--- config.mk ---
export PLATFORM = sky130hd
export DESIGN_NAME = keypad_scan
export DESIGN_NICKNAME = d
export VERILOG_FILES = /design/src/rtl/keypad_scan.sv
export SDC_FILE = /design/constraint.sdc
export NUM_CORES = 1
export LEC_CHECK = 0
export ABC_CLOCK_PERIOD_IN_PS = 2000
export BUFFER_PORTS_ARGS = -buffer_cell sky130_fd_sc_hd__clkbuf_2
export CORE_AREA = 2 2 84 86
export DETAILED_ROUTE_END_ITERATION = 8
export DIE_AREA = 0 0 86 88
export GPL_TIMING_DRIVEN = 1
export SKIP_LAST_GASP = 1
export SLEW_MARGIN = 20
export SYNTH_ARGS = -nofsm -noshare
export SYNTH_HDL_FRONTEND = slang
export SYNTH_SLANG_ARGS = --single-unit
--- constraint.sdc ---
create_clock -name clk -period 2 [get_ports clk]
set_input_delay 0.1 -clock clk [delete_from_list [all_inputs] [get_ports clk]]
set_output_delay 0.1 -clock clk [all_outputs]
set_load 0.005 [all_outputs]
--- src/rtl/keypad_scan.sv ---
// ----------------------------------------------------------------------------
// keypad_scan
//   Scans a 4x4 matrix keypad one column at a time and debounces a single key.
//   A key is accepted only after DEB_CNT consecutive matching samples. It is
//   released only after DEB_CNT consecutive all-high samples. Each sample is
//   taken once per SCAN_DIV-cycle column dwell.
//
// Parameters
//   SCAN_DIV : clk cycles per column dwell (4 .. 2^20)
//   DEB_CNT  : consecutive matching samples to accept a press/release (2 .. 255)
//
// Ports
//   clk  : system clock, rising edge
//   rst  : synchronous reset, active low
//   row  : keypad rows (pulled up, low = closed), asynchronous to clk
//   col  : column drive, exactly one bit low
//   key  : hex code of the last accepted key
//   flag : high while the accepted key is held (debounced)
// ----------------------------------------------------------------------------
module keypad_scan #(
    parameter int SCAN_DIV = 100000,
    parameter int DEB_CNT  = 10
) (
    input  logic       clk,
    input  logic       rst,
    input  logic [3:0] row,
    output logic [3:0] col,
    output logic [3:0] key,
    output logic       flag
);

    localparam int              DIV_W    = (SCAN_DIV > 1) ? $clog2(SCAN_DIV) : 1;
    localparam logic [DIV_W-1:0] DIV_LAST = DIV_W'(SCAN_DIV - 1);
    localparam logic [8:0]      DEB_LAST = 9'(DEB_CNT);

    typedef enum logic [1:0] {
        S_SCAN,
        S_DEBOUNCE,
        S_HOLD,
        S_RELEASE
    } state_t;

    state_t r_state;
    state_t w_state_n;

    logic [3:0]       r_row_m;
    logic [3:0]       r_row_s;
    logic [DIV_W-1:0] r_div;
    logic [3:0]       r_col;
    logic [3:0]       r_lat_row;
    logic [3:0]       r_key;
    logic             r_flag;
    logic [7:0]       r_match_cnt;
    logic [7:0]       r_rel_cnt;

    logic       w_sample;
    logic       w_row_one_low;
    logic       w_row_idle;
    logic       w_row_match;
    logic [8:0] w_match_sum;
    logic [8:0] w_rel_sum;
    logic       w_match_done;
    logic       w_rel_done;

    // FSM strobes (Mealy, qualified by the sample point)
    logic w_latch;
    logic w_col_rotate;
    logic w_match_inc;
    logic w_match_clr;
    logic w_key_load;
    logic w_flag_set;
    logic w_flag_clr;
    logic w_rel_start;
    logic w_rel_inc;
    logic w_rel_clr;

    // Position of the single low bit; callers only use it on one-low patterns
    function automatic logic [1:0] low_index(input logic [3:0] v);
        logic [1:0] idx;
        case (v)
            4'b1110: idx = 2'd0;
            4'b1101: idx = 2'd1;
            4'b1011: idx = 2'd2;
            4'b0111: idx = 2'd3;
            default: idx = 2'd0;
        endcase
        return idx;
    endfunction

    function automatic logic [3:0] key_code(input logic [1:0] r, input logic [1:0] c);
        logic [3:0] code;
        case ({r, c})
            4'b00_00: code = 4'h1;
            4'b00_01: code = 4'h2;
            4'b00_10: code = 4'h3;
            4'b00_11: code = 4'hA;
            4'b01_00: code = 4'h4;
            4'b01_01: code = 4'h5;
            4'b01_10: code = 4'h6;
            4'b01_11: code = 4'hB;
            4'b10_00: code = 4'h7;
            4'b10_01: code = 4'h8;
            4'b10_10: code = 4'h9;
            4'b10_11: code = 4'hC;
            4'b11_00: code = 4'hE;
            4'b11_01: code = 4'h0;
            4'b11_10: code = 4'hF;
            default:  code = 4'hD;
        endcase
        return code;
    endfunction

    assign w_sample      = (r_div == DIV_LAST);
    assign w_row_one_low = (r_row_s == 4'b1110) || (r_row_s == 4'b1101) ||
                           (r_row_s == 4'b1011) || (r_row_s == 4'b0111);
    assign w_row_idle    = (r_row_s == 4'b1111);
    assign w_row_match   = (r_row_s == r_lat_row);

    // 9-bit sums so the saturation compare cannot wrap at DEB_CNT = 255
    assign w_match_sum  = {1'b0, r_match_cnt} + 9'd1;
    assign w_rel_sum    = {1'b0, r_rel_cnt} + 9'd1;
    assign w_match_done = (w_match_sum >= DEB_LAST);
    assign w_rel_done   = (w_rel_sum >= DEB_LAST);

    // State register
    always_ff @(posedge clk) begin
        if (!rst) begin
            r_state <= S_SCAN;
        end else begin
            r_state <= w_state_n;
        end
    end

    // Next-state logic
    always_comb begin
        w_state_n = r_state;
        if (w_sample) begin
            case (r_state)
                S_SCAN: begin
                    if (w_row_one_low) w_state_n = S_DEBOUNCE;
                end
                S_DEBOUNCE: begin
                    if (!w_row_match)      w_state_n = S_SCAN;
                    else if (w_match_done) w_state_n = S_HOLD;
                end
                S_HOLD: begin
                    if (w_row_idle) w_state_n = S_RELEASE;
                end
                S_RELEASE: begin
                    if (!w_row_idle)     w_state_n = S_HOLD;
                    else if (w_rel_done) w_state_n = S_SCAN;
                end
                default: w_state_n = S_SCAN;
            endcase
        end
    end

    // Output / datapath control logic
    always_comb begin
        w_latch      = 1'b0;
        w_col_rotate = 1'b0;
        w_match_inc  = 1'b0;
        w_match_clr  = 1'b0;
        w_key_load   = 1'b0;
        w_flag_set   = 1'b0;
        w_flag_clr   = 1'b0;
        w_rel_start  = 1'b0;
        w_rel_inc    = 1'b0;
        w_rel_clr    = 1'b0;
        if (w_sample) begin
            case (r_state)
                S_SCAN: begin
                    if (w_row_one_low) w_latch      = 1'b1;
                    else               w_col_rotate = 1'b1;
                end
                S_DEBOUNCE: begin
                    if (w_row_match) begin
                        w_match_inc = 1'b1;
                        if (w_match_done) begin
                            w_key_load = 1'b1;
                            w_flag_set = 1'b1;
                        end
                    end else begin
                        w_match_clr  = 1'b1;
                        w_col_rotate = 1'b1;
                    end
                end
                S_HOLD: begin
                    if (w_row_idle) w_rel_start = 1'b1;
                end
                S_RELEASE: begin
                    if (w_row_idle) begin
                        w_rel_inc = 1'b1;
                        if (w_rel_done) begin
                            w_flag_clr   = 1'b1;
                            w_col_rotate = 1'b1;
                        end
                    end else begin
                        w_rel_clr = 1'b1;
                    end
                end
                default: ;
            endcase
        end
    end

    // Synchronizer, divider, column drive, counters and outputs
    always_ff @(posedge clk) begin
        if (!rst) begin
            r_row_m     <= '1;
            r_row_s     <= '1;
            r_div       <= '0;
            r_col       <= 4'b1110;
            r_lat_row   <= '1;
            r_key       <= '0;
            r_flag      <= 1'b0;
            r_match_cnt <= '0;
            r_rel_cnt   <= '0;
        end else begin
            r_row_m <= row;
            r_row_s <= r_row_m;
            r_div   <= w_sample ? '0 : r_div + DIV_W'(1);

            if (w_col_rotate) r_col <= {r_col[2:0], r_col[3]};

            if (w_latch) begin
                r_lat_row   <= r_row_s;
                r_match_cnt <= 8'd1;
            end else if (w_match_clr) begin
                r_match_cnt <= '0;
            end else if (w_match_inc) begin
                r_match_cnt <= w_match_done ? DEB_LAST[7:0] : w_match_sum[7:0];
            end

            if (w_rel_start) begin
                r_rel_cnt <= 8'd1;
            end else if (w_rel_clr) begin
                r_rel_cnt <= '0;
            end else if (w_rel_inc) begin
                r_rel_cnt <= w_rel_done ? DEB_LAST[7:0] : w_rel_sum[7:0];
            end

            // col is frozen through DEBOUNCE, so it still holds the latched column
            if (w_key_load) r_key <= key_code(low_index(r_lat_row), low_index(r_col));

            if (w_flag_set)      r_flag <= 1'b1;
            else if (w_flag_clr) r_flag <= 1'b0;
        end
    end

    assign col  = r_col;
    assign key  = r_key;
    assign flag = r_flag;

endmodule

-- Word-level counts from Yosys, hierarchy flattened
Memory sizes are Yosys's and may differ from the RTL's. A register that Yosys moved wholly into a read port is not among the register bits.
Index checks and enable logic that the tools add are counted.
- equality and inequality tests: 20
- order comparisons: 2
- bitwise gates (word level): 1
- reduce and logical (&&, ||, !) cells: 12
- add/subtract/negate cells: 3
- mux-type cells: 51
- operators with widths (kind ; count):
    1-bit two-way mux ; 35
    4-bit == test (second input constant) ; 8
    2-bit two-way mux ; 10
    8-bit by 1-bit adder with 9-bit output (second input constant) ; 2
    9-bit by 4-bit >= comparator with 1-bit output (second input constant) ; 2
    17-bit by 1-bit adder with 17-bit output (second input constant) ; 1
    17-bit == test (second input constant) ; 1
    8-bit two-way mux ; 2
    4-bit by 3-bit == test with 1-bit output (second input constant) ; 3
    2-bit case mux with 3 select lines ; 2
    2-bit case mux with 4 select lines ; 1
    3-bit != test (second input constant) ; 2
    3-bit nonzero test ; 2
    3-bit OR reduction ; 2
    5-bit AND reduction ; 1
    2-bit == test (second input constant) ; 2
    4-bit == test ; 1
    2-bit != test (second input constant) ; 2
    1-bit logical OR ; 3
    1-bit case mux with 3 select lines ; 1
    2-bit by 1-bit == test with 1-bit output (second input constant) ; 1
    2-bit logical NOT ; 1
    2-bit nonzero test ; 1
    2-bit OR reduction ; 1
    2 further kinds ; 2
- memories kept: 1
- bits of input ports: 6
- memory bits (read-only): 64
- output and inout bits: 9
- logic and storage cells: 101
- flip-flop bits (word level): 52
- memories (memory ; depth ; width ; read ports ; clocked after Yosys merged registers in ; write ports ; line ; RTL):
    (name not given) ; 16 ; 4 ; 1 ; 1 ; 0 ; 92 ; case ({r, c})

-- Logic depth before layout (Yosys ltp)
Gate-level depths: netlist (run 1).
- depth after elaboration: 8
- depth in mapped cells: 9
- depth with buffers taken out: 9

-- Worst setup path after synthesis (run 1)
OpenSTA, ideal clock, no wires.
- kind: register -> register
- start: register r_match_cnt[0]
- end: register r_match_cnt[0]
- library setup time: 0.076 ns
- arrival: 1.891 ns
- setup slack: 0.034 ns
- period minus slack after synthesis: 1.966 ns
- stages on the path, launching flop included: 8
- buffers on the path: 0
- required time: 1.924 ns
- cells stage by stage: dfxtp_1 > ha_1 > or2b_1 > nand4b_1 > a221oi_4 > inv_2 > or4_1 > a31oi_1
- word-level cells in the longest chain between the ends: 6
- RTL lines (what ; line ; RTL):
    start, declared ; 53 ; logic [7:0] r_match_cnt;
    start signal, assigned ; 232 ; r_match_cnt <= w_match_done ? DEB_LAST[7:0] : w_match_sum[7:0];
    8-bit by 1-bit adder with 9-bit output * ; 120 ; assign w_match_sum = {1'b0, r_match_cnt} + 9'd1;
    9-bit by 4-bit >= comparator with 1-bit output ; 122 ; assign w_match_done = (w_match_sum >= DEB_LAST);
    8-bit two-way mux * ; 232 ;
    1-bit two-way mux * ; 231 ; end else if (w_match_inc) begin
    1-bit two-way mux * ; 229 ; end else if (w_match_clr) begin
    1-bit two-way mux * ; 226 ; if (w_latch) begin
Mark *: on every way between the ends. The rest lies on a longest branch, timed or not. The select of a mux whose other input is x is not followed.
A chain may end at the register's enable or synchronous reset.

-- Worst setup path in the final report (run 1)
- start: register r_match_cnt[0]
- end: register r_state[1]
- word-level cells in the longest chain between the ends: 4
- RTL lines (what ; line ; RTL):
    8-bit by 1-bit adder with 9-bit output ; 120 ;
    9-bit by 4-bit >= comparator with 1-bit output ; 122 ;
    3-bit != test (no source line) ; n/a ;
    5-bit AND reduction (no source line) ; n/a ;
    end signal, assigned ; 130 ; r_state <= w_state_n;
    end, declared ; 43 ; state_t r_state;
Every way passes these cells.

==> flow_metrics.py, run 1 <==
metrics = {
    "cells_and_area": {
        "regArea_um2": 1137,
        "fill_cells": 608,
        "areaGrowthSynthToFinish_pct": 24.22,
        "layout_commonest_cell": "dfxtp_1",
        "multi_input_area_um2": 1787,
        "mostFrequentLayoutCells": "dfxtp_1 (47), buf_4 (43), nor2_1 (40)",
        "diodes": 0,
        "layout-drive-gt1-share": 0.2611,
        "layout.nets": 398,
        "layout.cells.non_filler": 463,
    },
    "global_route": {
        "grt_pass1_vias": 2238,
        "grt_pass1_wl_mm": 10.03,
        "grt_max_degree": 18,
        "antenna_found_initial": 0,
        "grt.overflow.total": 0,
        "grt_usage": 0.1656,
    },
    "clock_network": {
        "clkTransAtPathRegs_ns": 0.10,
        "cts_tree": "done",
        "cts_buffer_depth": 2,
        "cts_buffers": 5,
        "htreeDepth": 2,
        "cts-root-buf": "clkbuf_8",
        "clk_latency_ns": 0.31,
        "clock_sinks": 56,
    },
    "logic_synthesis": {
        "synth_top_family_by_area": "simple AND/OR/NAND/NOR gates",
        "yosysTopAreaCell": "dfxtp_1",
        "syn_area_um2": 2924,
        "seq_area_frac_synth": 0.3834,
        "synth_top_area_frac": 0.3834,
        "ys.flop_type": "dfxtp_1",
        "synth-edff-count": 0,
        "yosys.area_share.simple": 0.2687,
        "synthXorXnorAreaFrac": 0.09285,
        "synth_seq_cells": 56,
        "ys_warn_count": 0,
        "synth_fa_ha_area_frac": 0.04279,
        "ys_types": 55,
        "avgSynthCellArea_um2": 8.969,
        "synth_async_sr_flop_share": 0,
        "syn_nets": 342,
        "synth_mux_area_frac": 0.05220,
        "synth_cells": 326,
        "synth-compound-area-share": 0.1211,
        "yosys-top-cells-area": "dfxtp_1 (38%), nor2_1 (5.1%), xor2_1 (5.1%)",
    },
    "place": {
        "gp_congestion": 0.8494,
        "post-place-cells": 448,
        "dp_hpwl_mm": 4.369,
        "portBuffers": 14,
    },
    "timing": {
        "finClkSkew_ns": 0.004616,
        "setup_violations": 2,
        "tightestPinTransition_ns": 0.4710,
        "timing.fmax_mhz": 488.1,
        "period_needed_ns": 2.049,
        "slew_violations": 0,
        "hold_viol": 0,
        "rsz0062_at_grt": "true",
        "slew_headroom": 0.6833,
        "fin_ws_ns": -0.04891,
        "hold-worst-slack_ns": 0.1254,
        "post-route-period-util": 1.024,
    },
    "setup_path": {
        "slowest_delay_ns": 0.38,
        "critPathArrivalTime_ns": 2.26,
        "path_cells": "ha_4 > or2b_1 > nand4b_1 > a221oi_4 > buf_4 > buf_6 > a221oi_4 > a41oi_2 > o21a_1",
        "critPathKind": "reg2reg",
        "crit_required_ns": 2.21,
        "cpMostUsedCell": "a221oi_4",
        "crit_family": "compound AO/OA/AOI/OAI gates",
        "endpoint_kind": "register",
        "path_buf_inv": 2,
        "critPathLaunchType": "register",
        "worstPathMaxFanout": 6,
        "cp_slowest_cell": "dfxtp_4",
    },
    "routing": {
        "ant_nets": 0,
        "dr.pass1.iters": 4,
        "drt_iter0_drc": 78,
        "via_per_inst": 5.106,
        "vias": 2364,
        "drt_wl_total_mm": 5.875,
        "wl_per_cell_um": 12.69,
        "drc": 0,
    },
    "die": {
        "pin_count": 15,
        "initial_utilization": 0.4401,
        "core_um2": 6644,
        "die_h_um": 88,
        "dieArea_um2": 7568,
        "die_x_um": 86,
        "num_rows": 30,
    },
    "pwr": {
        "ir_drop_mv": 0.2786,
        "power_frac_comb": 0.061,
        "pwr_density_cell_nw_per_um2": 550.7,
        "p_leak_nw": 1.476,
        "swShare": 0.2224,
        "p_clk_frac": 0.368,
        "p_seq_frac": 0.571,
        "p_int_mw": 1.555,
        "p_sw_mw": 0.4449,
    },
    "worst_hold_path": {
        "holdCritPathClass": "in2reg",
    },
    "run_status": {
        "violations": "setup timing",
        "status": "complete, but fails checks",
    },
    "job": {
        "max_cap_viol_count": 0,
    },
}
## sequential cells by signal, indices dropped and copies added (netlist names), 2 cells and up
signal	flops
r_rel_cnt	8
r_div	17
r_lat_row	4
r_row_m	4
col	4
r_row_s	4
r_match_cnt	8
key	4
r_state	2
## stage by stage
stage                     power (mW)    util  TNS [ns]  setup slack, ns  instance area (µm²)
after floorplan                1.231       -         0          0.03364                 2924
after global placement         1.270  0.5028         0         0.003893                 3341
after detailed placement       1.273  0.5028   -0.1339         -0.09868                 3341
after CTS                      2.022  0.5309  -0.01775         -0.01775                 3527
after global routing           2.089  0.5467   -0.4261          -0.1623                 3632
final                          2.000  0.5467  -0.08860         -0.04891                 3632
## layout make-up
class / count / area share
Multi-Input combinational cell: 243 / 0.4919
Sequential cell: 56 / 0.3131
Timing Repair Buffer: 62 / 0.1223
Tap cell: 80 / 0.02756
Clock buffer: 5 / 0.01895
Inverter: 14 / 0.01447
Clock inverter: 3 / 0.01171
## cell usage after synthesis (6+ instances only)
library cell,number
and2_1,10
and3_1,9
clkbuf_1,8
dfxtp_1,56
ha_1,10
inv_1,12
mux2i_1,13
nand2_1,22
nand2b_1,11
nand3_1,19
nand4_1,7
nor2_1,40
o21ai_0,6
xnor2_1,14
xor2_1,17
## kinds of logic after synthesis
kind of cell,count (synthesis)
simple gates,145
flops,56
compound gates,43
xor+xnor,31
buf+inv,27
mux,14
fa+ha+maj,10
## power groups by stage
stage | clock network [mW] | logic [mW] | registers [mW]
2_1_floorplan | 0 | 0.0685 | 1.16
4_1_cts | 0.765 | 0.115 | 1.14
6_report | 0.737 | 0.122 | 1.14
3_3_place_gp | 0 | 0.105 | 1.17
5_1_grt | 0.809 | 0.135 | 1.14
3_5_place_dp | 0 | 0.106 | 1.17
## worst paths after layout
kind / from / to / slack [ns] / cells after the start
setup reg to reg: r_match_cnt[0] / r_state[1] / -0.05 / 9
hold / removal: rst / r_lat_row[3] / 0.13 / 2
hold reg to reg: r_row_m[1] / r_row_s[1] / 0.42 / 1
setup / recovery: r_match_cnt[0] / r_state[1] / -0.05 / 9
## routing by layer
metal  wire [µm]  GRT usage  share of wire  vias to the layer above
met5           0          0              0                        -
met4          69    0.05195          0.012                        0
met3         121    0.03205          0.021                        4
met2        2790     0.2847           0.47                       21
met1        2894     0.2100           0.49                     1084
li1            -          -              -                     1255
## what timing repair did
item                                   4_1_cts  5_1_grt
gates resized for setup                      6       24
pin swaps                                    4       11
setup endpoints to repair                    5       18
endpoints found under the hold margin        4        0
buffers inserted                             1        3
hold buffers                                 4        0
Note: power is estimated with default switching activity, not from simulation.
==> run 2, diff against run 1 <==
--- a/config.mk
+++ b/config.mk
@@ -5,11 +5,12 @@
 export SDC_FILE = /design/constraint.sdc
 export NUM_CORES = 1
 export LEC_CHECK = 0
+export ABC_AREA = 1
 export ABC_CLOCK_PERIOD_IN_PS = 2000
 export BUFFER_PORTS_ARGS = -buffer_cell sky130_fd_sc_hd__clkbuf_2
-export CORE_AREA = 2 2 84 86
+export CORE_AREA = 2 2 88 90
 export DETAILED_ROUTE_END_ITERATION = 8
-export DIE_AREA = 0 0 86 88
+export DIE_AREA = 0 0 90 92
 export GPL_TIMING_DRIVEN = 1
 export SKIP_LAST_GASP = 1
 export SLEW_MARGIN = 20
==> flow_metrics.py, run 2 <==
metrics = {
    "routing": {
        "drt_wl_total_mm": 6.191,
        "via_per_inst": 4.684,
        "dr.pass1.iters": 5,
        "wl_per_cell_um": 10.56,
        "drt_iter0_drc": 89,
        "ant_nets": 0,
        "drc": 0,
        "vias": 2745,
    },
    "clock_network": {
        "cts_buffers": 5,
        "cts-root-buf": "clkbuf_8",
        "cts_buffer_depth": 2,
        "clkTransAtPathRegs_ns": 0.10,
        "clk_latency_ns": 0.30,
        "cts_tree": "done",
        "htreeDepth": 2,
        "clock_sinks": 56,
        "postCtsSetupBuffers": 0,
    },
    "place": {
        "dp_hpwl_mm": 4.780,
        "gp_congestion": 0.8056,
        "portBuffers": 14,
    },
    "timing": {
        "setup_violations": 0,
        "tightestPinTransition_ns": 0.4088,
        "slew_headroom": 0.7275,
        "finClkSkew_ns": 0.006104,
        "period_needed_ns": 1.837,
        "tns_ns": 0,
        "slew_violations": 0,
        "post-route-period-util": 0.9183,
        "hold-worst-slack_ns": 0.2559,
        "rsz0062_at_grt": "true",
        "timing.fmax_mhz": 544.5,
        "hold_viol": 0,
    },
    "global_route": {
        "grt_max_degree": 20,
        "grt_pass1_wl_mm": 11.18,
        "antenna_found_initial": 0,
        "grt.overflow.total": 0,
        "grt_pass1_vias": 2553,
        "grt_usage": 0.1598,
    },
    "die": {
        "initial_utilization": 0.4286,
        "die_h_um": 92,
        "pin_count": 15,
        "core_um2": 7447,
        "num_rows": 32,
        "dieArea_um2": 8280,
        "die_x_um": 90,
    },
    "setup_path": {
        "critPathKind": "reg2reg",
        "critPathArrivalTime_ns": 2.04,
        "endpoint_kind": "register",
        "critPathLaunchType": "register",
        "worstPathMaxFanout": 7,
        "crit_required_ns": 2.20,
    },
    "logic_synthesis": {
        "yosysTopAreaCell": "dfxtp_1",
        "synth.most_common_cell": "nand2_1",
        "avgSynthCellArea_um2": 6.954,
        "syn_nets": 475,
        "synth_top_area_frac": 0.3512,
        "synth-edff-count": 0,
        "yosys-top-cells-area": "dfxtp_1 (35%), nand2_1 (13%), inv_1 (6.6%)",
        "synth_cells": 459,
        "ys.flop_type": "dfxtp_1",
        "seq_area_frac_synth": 0.3512,
        "synth_async_sr_flop_share": 0,
        "syn_area_um2": 3192,
        "ys_warn_count": 0,
        "ys_types": 35,
        "synth_seq_cells": 56,
        "synth.top_cells.by_count": "nand2_1 (112), dfxtp_1 (56), inv_1 (56)",
    },
    "cells_and_area": {
        "fill_cells": 769,
        "layout_commonest_cell": "nand2_1",
        "largest_register": "r_div",
        "postLayoutCoreUtil": 0.4736,
        "layout-drive-gt1-share": 0.1798,
        "mostFrequentLayoutCells": "nand2_1 (112), inv_1 (56), dfxtp_1 (55)",
        "layout.nets": 499,
        "areaGrowthSynthToFinish_pct": 10.51,
        "largest_reg_flops": 17,
        "multi_input_area_um2": 1795,
        "reg.largest.list": "r_div: 17 flops, r_match_cnt: 8 flops, r_rel_cnt: 8 flops",
        "regArea_um2": 1122,
        "diodes": 0,
    },
    "pwr": {
        "p_int_mw": 1.442,
        "pwr_density_cell_nw_per_um2": 526.5,
        "swShare": 0.2234,
        "p_clk_frac": 0.342,
        "p_sw_mw": 0.4149,
        "total_power_mw": 1.857,
        "p_seq_frac": 0.611,
        "power_frac_comb": 0.047,
        "ir_drop_mv": 0.2689,
        "p_leak_nw": 1.622,
    },
    "job": {
        "max_cap_viol_count": 0,
    },
    "worst_hold_path": {
        "holdCritPathClass": "in2reg",
    },
    "run_status": {
        "status": "finished, final reports clean",
    },
}
==> run 2: changes by cell type in the layout (fill, tap and decap cells not counted), moves of 12 or more <==
cell     before  now
nand2_1      22  112
inv_1        11   56
nand3_1      18   30
xor2_1       16    3
buf_4        43    4
mux2i_1      13    0
==> run 2: per-layer routing <==
metal | share of wire | wire length [µm] | GRT usage
met5 | 0 | 0 | 0
met4 | 0.012 | 77 | 0.04487
met3 | 0.022 | 137 | 0.02794
met2 | 0.44 | 2751 | 0.2525
met1 | 0.52 | 3225 | 0.2249
==> run 2: path summary, 6_finish.rpt <==
path                                startpoint  cells after the start  slack, ns          to
worst max register to register  r_match_cnt[0]                     10       0.16      key[0]
worst min-delay path                       rst                      2       0.26      col[1]
worst max-delay path            r_match_cnt[0]                     10       0.16      key[0]
worst min register to register      r_row_m[1]                      1       0.42  r_row_s[1]
==> run 2: power by group through the flow <==
stage | Clock (mW) | Sequential (mW) | Combinational [mW]
2_1_floorplan | 0 | 1.16 | 0.0660
3_3_place_gp | 0 | 1.16 | 0.0815
3_5_place_dp | 0 | 1.16 | 0.0823
4_1_cts | 0.673 | 1.13 | 0.0885
5_1_grt | 0.718 | 1.14 | 0.100
6_report | 0.636 | 1.13 | 0.0871
==> run 2: cell type report <==
class                      instances  area share
tap                              102     0.03618
multi-input combinational        333      0.5090
clock buffer                       7     0.02448
inverter                          65     0.07024
sequential                        56      0.3182
timing repair buffer              22     0.03973
clock inverter                     1    0.002128
==> run 2: cell families after synthesis <==
kind of cell / count (synthesis) / share of synthesized area
XOR/XNOR: 6 / 0.01647
buffers and inverters: 70 / 0.08703
AND/OR/NAND/NOR: 275 / 0.4300
flip-flops: 56 / 0.3512
adder cells (fa/ha/maj): 10 / 0.03920
AO/OA/AOI/OAI: 42 / 0.07605
==> run 2: critical path, cell delays in order, from the launching register on <==
cell,delay (ns)
dfxtp_1,0.42
ha_2,0.26
nand3_1,0.09
nand2_1,0.07
nand3_1,0.07
nor2_1,0.16
nand3_2,0.20
nand2_2,0.14
clkinv_2,0.08
o21ai_0,0.19
nor2_1,0.06
==> run 2: stage by stage <==
step | cell area, µm² | cells | setup slack (ns)
2_1_floorplan | 3192 | 459 | 0.4346
3_3_place_gp | 3390 | 574 | 0.2255
3_5_place_dp | 3390 | 574 | 0.1689
4_1_cts | 3523 | 586 | 0.1458
5_1_grt | 3527 | 586 | -0.004136
6_report | 3527 | 586 | 0.1635
==> run 2: what timing repair did <==
| action | 4_1_cts | 5_1_grt |
|---|---|---|
| hold endpoints to repair | 4 | 0 |
| resized for setup | 0 | 2 |
| setup endpoints to repair | 0 | 6 |
| hold buffers | 4 | 0 |
